`config.mk`:
```
export PLATFORM = sky130hd
export DESIGN_NAME = cpu_seq_flat
export DESIGN_NICKNAME = d
export VERILOG_FILES = /design/src/rtl/cpu_seq_if.sv /design/src/rtl/cpu_seq.sv /design/src/flat_wrapper.sv
export SDC_FILE = /design/constraint.sdc
export NUM_CORES = 1
export LEC_CHECK = 0
export ABC_CLOCK_PERIOD_IN_PS = 2170
export BUFFER_PORTS_ARGS = -buffer_cell sky130_fd_sc_hd__buf_2
export CORE_UTILIZATION = 25
export CTS_BUF_LIST = sky130_fd_sc_hd__clkbuf_8
export DETAILED_ROUTE_END_ITERATION = 6
export PLACE_DENSITY_LB_ADDON = 0.2
export SETUP_SLACK_MARGIN = 0.05
export SYNTH_ARGS = -nofsm -noshare
export SYNTH_HDL_FRONTEND = slang
export SYNTH_SLANG_ARGS = --single-unit
export TNS_END_PERCENT = 5
```
`constraint.sdc`:
```
create_clock -name tclk -period 2.17 [get_ports tclk]
set_input_delay 0.217 -clock tclk [delete_from_list [all_inputs] [get_ports tclk]]
set_output_delay 0.217 -clock tclk [all_outputs]
set_load 0.01 [all_outputs]
```
`src/rtl/cpu_seq_if.sv`:
```
// Memory bus between the cpu_seq sequencer and its 32 x 8 memory.
//   a_bus : 5-bit memory address, driven by the sequencer
//   wdata : 8-bit write data (the accumulator), driven by the sequencer
//   we    : write strobe; memory captures wdata at the tclk edge ending the cycle
//   rdata : 8-bit read data for the current a_bus, combinational from memory
// master = sequencer side, slave = memory side.
interface cpu_seq_if;
    logic [4:0] a_bus;
    logic [7:0] wdata;
    logic       we;
    logic [7:0] rdata;

    modport master (output a_bus, output wdata, output we, input rdata);
    modport slave  (input a_bus, input wdata, input we, output rdata);
endinterface

```
`src/rtl/cpu_seq.sv`:
```
// cpu_seq: four-state accumulator-machine sequencer (FETCH, DECODE, EXEC_A,
// EXEC_B). Each instruction takes exactly four tclk cycles. IR[7:5] is the
// opcode and IR[4:0] the operand address.
// Ports:
//   tclk        : system clock, all state updates on its rising edge
//   rst_n       : asynchronous active-low reset
//   run         : level enable; when low the machine parks in FETCH
//   mem         : memory bus (a_bus, wdata, we out; rdata in)
//   instruction : instruction register
//   state       : current cycle state, FETCH=00 DECODE=01 EXEC_A=10 EXEC_B=11
//   acc         : accumulator
//   zero        : acc == 0
//   halted      : sticky after HLT, cleared only by reset
module cpu_seq #(
    parameter logic [4:0] RESET_PC = 5'd0
) (
    input  logic             tclk,
    input  logic             rst_n,
    input  logic             run,
    cpu_seq_if.master        mem,
    output logic [7:0]       instruction,
    output logic [1:0]       state,
    output logic [7:0]       acc,
    output logic             zero,
    output logic             halted
);

    typedef enum logic [1:0] {
        FETCH  = 2'b00,
        DECODE = 2'b01,
        EXEC_A = 2'b10,
        EXEC_B = 2'b11
    } state_t;

    typedef enum logic [2:0] {
        OP_ADD  = 3'b000,
        OP_HLT  = 3'b001,
        OP_NAND = 3'b010,
        OP_ST   = 3'b100,
        OP_LD   = 3'b101,
        OP_JPNZ = 3'b111
    } opcode_t;

    state_t     cur_state;
    state_t     next_state;
    logic [4:0] pc;
    logic [4:0] a_bus_c;
    logic       we_c;
    logic       fetch_go;
    opcode_t    op;
    logic [4:0] adr;

    assign op       = opcode_t'(instruction[7:5]);
    assign adr      = instruction[4:0];
    // A halted machine never leaves FETCH, which is what freezes IR, PC and acc.
    assign fetch_go = run && !halted;

    // NOTE: sequential state uses non-blocking assignments so every register
    // samples pre-edge values, independent of block ordering.
    always_ff @(posedge tclk or negedge rst_n) begin
        if (!rst_n) begin
            cur_state <= FETCH;
        end else begin
            cur_state <= next_state;
        end
    end

    // NOTE: every output of this block gets a default first so that no path
    // through the case leaves a signal unassigned and infers a latch.
    always_comb begin
        next_state = cur_state;
        a_bus_c    = pc;
        we_c       = 1'b0;
        case (cur_state)
            FETCH: begin
                if (fetch_go) begin
                    next_state = DECODE;
                end
            end
            DECODE: begin
                next_state = EXEC_A;
            end
            EXEC_A: begin
                next_state = EXEC_B;
                a_bus_c    = adr;
            end
            EXEC_B: begin
                next_state = FETCH;
                a_bus_c    = adr;
                // Decoded from the asynchronously reset state, so a reset
                // during EXEC_B drops the strobe immediately.
                we_c       = (op == OP_ST);
            end
            default: begin
                next_state = FETCH;
            end
        endcase
    end

    always_ff @(posedge tclk or negedge rst_n) begin
        if (!rst_n) begin
            pc          <= RESET_PC;
            instruction <= 8'h00;
            acc         <= 8'h00;
            halted      <= 1'b0;
        end else begin
            case (cur_state)
                FETCH: begin
                    if (fetch_go) begin
                        instruction <= mem.rdata;
                    end
                end
                DECODE: begin
                    pc <= pc + 5'd1;
                end
                EXEC_B: begin
                    case (op)
                        OP_ADD:  acc <= acc + mem.rdata;
                        OP_NAND: acc <= ~(acc & mem.rdata);
                        OP_LD:   acc <= mem.rdata;
                        // A taken jump replaces the increment done in DECODE.
                        OP_JPNZ: if (acc != 8'h00) pc <= adr;
                        OP_HLT:  halted <= 1'b1;
                        default: ;
                    endcase
                end
                default: ;
            endcase
        end
    end

    assign mem.a_bus = a_bus_c;
    assign mem.we    = we_c;
    assign mem.wdata = acc;
    assign state     = cur_state;
    assign zero      = (acc == 8'h00);

endmodule

```
`src/flat_wrapper.sv`:
```
// flat-port wrapper written by rule: the top's interface ports become plain ports
module cpu_seq_flat 
#(
    parameter logic [4:0] RESET_PC = 5'd0
)
  (tclk, rst_n, run, instruction, state, acc, zero, halted, mem_a_bus, mem_wdata, mem_we, mem_rdata);
  cpu_seq_if mem_i ();
  input  logic tclk;
  input  logic rst_n;
  input  logic run;
  output logic [7:0] instruction;
  output logic [1:0] state;
  output logic [7:0] acc;
  output logic zero;
  output logic halted;
  output wire logic [$bits(mem_i.a_bus)-1:0] mem_a_bus;
  output wire logic [$bits(mem_i.wdata)-1:0] mem_wdata;
  output wire logic [$bits(mem_i.we)-1:0] mem_we;
  input wire logic [$bits(mem_i.rdata)-1:0] mem_rdata;
  assign mem_a_bus = mem_i.a_bus;
  assign mem_wdata = mem_i.wdata;
  assign mem_we = mem_i.we;
  assign mem_i.rdata = mem_rdata;
  cpu_seq #(.RESET_PC(RESET_PC)) u_core (.tclk(tclk), .rst_n(rst_n), .run(run), .mem(mem_i), .instruction(instruction), .state(state), .acc(acc), .zero(zero), .halted(halted));
endmodule
```
==> impl_metrics.json <==
{
  "status": "finished clean",
  "slowest_stage": "dfrtp_1",
  "fin_crit_sh": 0.901,
  "p_per_area_mw_per_mm2": 1650,
  "slew_violations": 0,
  "period_minus_slack_ns": 1.96,
  "dp.cells": 295,
  "initial_core_util": 0.266,
  "ys_warn_count": 0,
  "pre_cts_ws_ns": 0.176,
  "via_count": 1481,
  "min_path_type": "in -> reg",
  "postCtsSetupBuffers": 0,
  "r2r_slack_ns": 0.22,
  "syn_to_final_growth_pct": 18.7,
  "yosys.area.top_type": "dfrtp_1",
  "p_total_w": 0.00340,
  "h-tree-depth": 1,
  "fillerInstances": 715,
  "nNetsFinal": 249,
  "final_cell_mix": "buf_2, dfrtp_1, ha_1",
  "diodes": 0,
  "rsz0062_at_grt": "false",
  "cts-buffers-inserted": 3,
  "rows": 29,
  "path_max_fanout": 5,
  "worstPathArrival_ns": 1.74,
  "critical_path.endpoint_type": "output port",
  "synth_edf_count": 0,
  "worst_clock_skew_ns": 0.00345,
  "drt-total-wl_mm": 4.37,
  "crit_family": "flip-flops",
  "worst-path-stages": 5,
  "hpwlAfterDp_mm": 3.36,
  "required_ns": 1.95,
  "wl_per_cell_um": 14.6,
  "ys_top_cells_by_area": "dfrtp_1, ha_1, mux2_2",
  "hold_depth": 2,
  "finalSetupViolations": 0,
  "synthesis.nets": 208,
  "die_area_sq_mm": 0.00728,
  "tns_ns": 0,
  "avgSynthCellArea_sq_um": 9.48,
  "cts_tree": "done",
  "drc": 0,
  "clk_pin_slew_ns": 0.09,
  "synth.distinct_cells": 44,
  "hold_slack_ns": 0.214,
  "clockRootBuffer": "clkbuf_8",
  "grt_use_met3": 0.0185,
  "antenna_found_initial": 0,
  "final_common_cell": "buf_2",
  "cp_num_buf_inv": 2,
  "cts_buffer_depth": 2,
  "clkLatencyLatePin_ns": 0.28,
  "grt_use_total": 0.127,
  "gp_congestion": 0.769,
  "instances_no_fill": 300,
  "grt_pass1_vias": 1362,
  "die_width_um": 85.3,
  "slowest_delay_ns": 0.44,
  "slew_headroom": 0.596,
  "r2r_end": "u_core.acc[4]$_DFFE_PN0P_",
  "ir_drop_mv": 0.351,
  "ys_seq_elements": 24,
  "synth_top_area_share": 0.346,
  "port_buffers": 44,
  "synthCells": 183,
  "syn_area_sq_mm": 0.00174,
  "r2r_cells": 9,
  "coreArea_sq_mm": 0.00653,
  "grt_max_degree": 25,
  "yosysSeqAreaShare": 0.346,
  "clock_sinks": 24,
  "io_pins": 45,
  "grt_pass1_wl_mm": 7.16,
  "min_to": "u_core.instruction[7]$_DFFE_PN0P_",
  "regToRegStartpoint": "u_core.acc[0]$_DFFE_PN0P_",
  "die_h_um": 85.3,
  "max_freq_mhz": 511,
  "synth_flop_cell": "dfrtp_1",
  "drv_cap": 0,
  "hold_viol": 0,
  "first_pass_iters": 4,
  "dr.first_iter.drc_count": 42,
  "start_kind": "flip-flop",
  "top_usage_layer": "met1",
  "tightest_slew_ns": 0.606,
  "total_leakage_power_nw": 0.983,
  "crit_type": "reg -> out",
  "path_cells": "ha_1 -> nor2_1 -> buf_4 -> mux2_2 -> buf_2",
  "vias_per_cell": 4.94,
  "ys_async_sr_fraction": 1.00,
  "overflow": 0,
  "min-delay-start": "mem_rdata[7]",
  "grt_use_met2": 0.185,
  "layout-drive-gt1-share": 0.336,
  "antenna_left": 0,
  "setup_slack_ns": 0.214,
  "use_met1": 0.187
}
layout make-up:
cell class              count  area (sq um)  share of cell area
clock buffers               3          41.3              0.0200
clock inverters             1          30.0              0.0146
inverters                  12          45.0              0.0219
multi-input cells         134           986               0.479
flip-flops and latches     24           601               0.292
well taps                  77          96.3              0.0468
repair buffers             49           260               0.126
stage by stage:
step           cell area [sq um]   util
6_report                    2060  0.315
3_3_place_gp                1980  0.302
5_1_grt                     2060  0.315
3_5_place_dp                1980  0.302
2_1_floorplan               1740      -
4_1_cts                     2060  0.315
worst max-delay path by stage:
stage | slack (ns) | endpoint | start
after floorplan | 0.26 | u_core.acc[4]$_DFFE_PN0P_ | u_core.acc[0]$_DFFE_PN0P_
after global placement | 0.22 | u_core.acc[4]$_DFFE_PN0P_ | mem_rdata[0]
after detailed placement | 0.18 | u_core.acc[4]$_DFFE_PN0P_ | mem_rdata[0]
after CTS | 0.15 | u_core.acc[4]$_DFFE_PN0P_ | u_core.acc[0]$_DFFE_PN0P_
after global routing | 0.08 | mem_a_bus[4] | u_core.state[0]$_DFFE_PN0P_
final | 0.21 | mem_a_bus[1] | u_core.state[0]$_DFFE_PN0P_
power by group:
group / total [W] / internal [W] / switching (W)
Sequential: 0.000947 / 0.000667 / 0.000281
Clock: 0.000410 / 0.000247 / 0.000163
Combinational: 0.00205 / 0.000976 / 0.00107
routing by layer:
layer	routed length, um	vias up
met5	0	-
li1	-	741
met1	2230	690
met4	87	0
met3	220	6
met2	1830	44
what timing repair did:
item,CTS,global route
setup endpoints to repair,0,1
hold buffers,1,0
resized for setup,0,1
endpoints found under the hold margin,24,0
Yosys cell counts, types with 4 or more instances:
cell / number
dfrtp_1: 24
ha_1: 13
mux2_2: 12
nand2_1: 12
nor2_1: 12
inv_1: 11
o21ai_0: 11
a21oi_1: 10
buf_4: 9
o22ai_1: 7
a221oi_1: 4
nand3_1: 4
nor2b_1: 4
registers in the layout, indices dropped and copies added (netlist names):
name	flops
u_core.acc	8
u_core.instruction	8
u_core.pc	5
u_core.state	2
u_core.halted	1
kinds of logic (layout without fill, tap and decap cells):
group | count (synthesis) | count (layout) | synth area share
buffers and inverters | 25 | 65 | 0.0872
xor gates and xnor gates | 3 | 3 | 0.0151
DFF | 24 | 24 | 0.346
and+or+nand+nor | 50 | 50 | 0.149
adders and majority gates | 14 | 14 | 0.105
AOI/OAI and AO/OA | 52 | 52 | 0.202
muxes | 15 | 15 | 0.0952
worst register-to-register path: stages (launching register included):
cell      delay [ns]
dfrtp_1         0.39
ha_1            0.21
inv_1           0.10
fa_2            0.22
nor2b_1         0.05
o21ai_0         0.19
nor3b_1         0.21
nor2_1          0.08
a221oi_1        0.25
o21ai_0         0.12
Power figures use the tool's default switching activity.
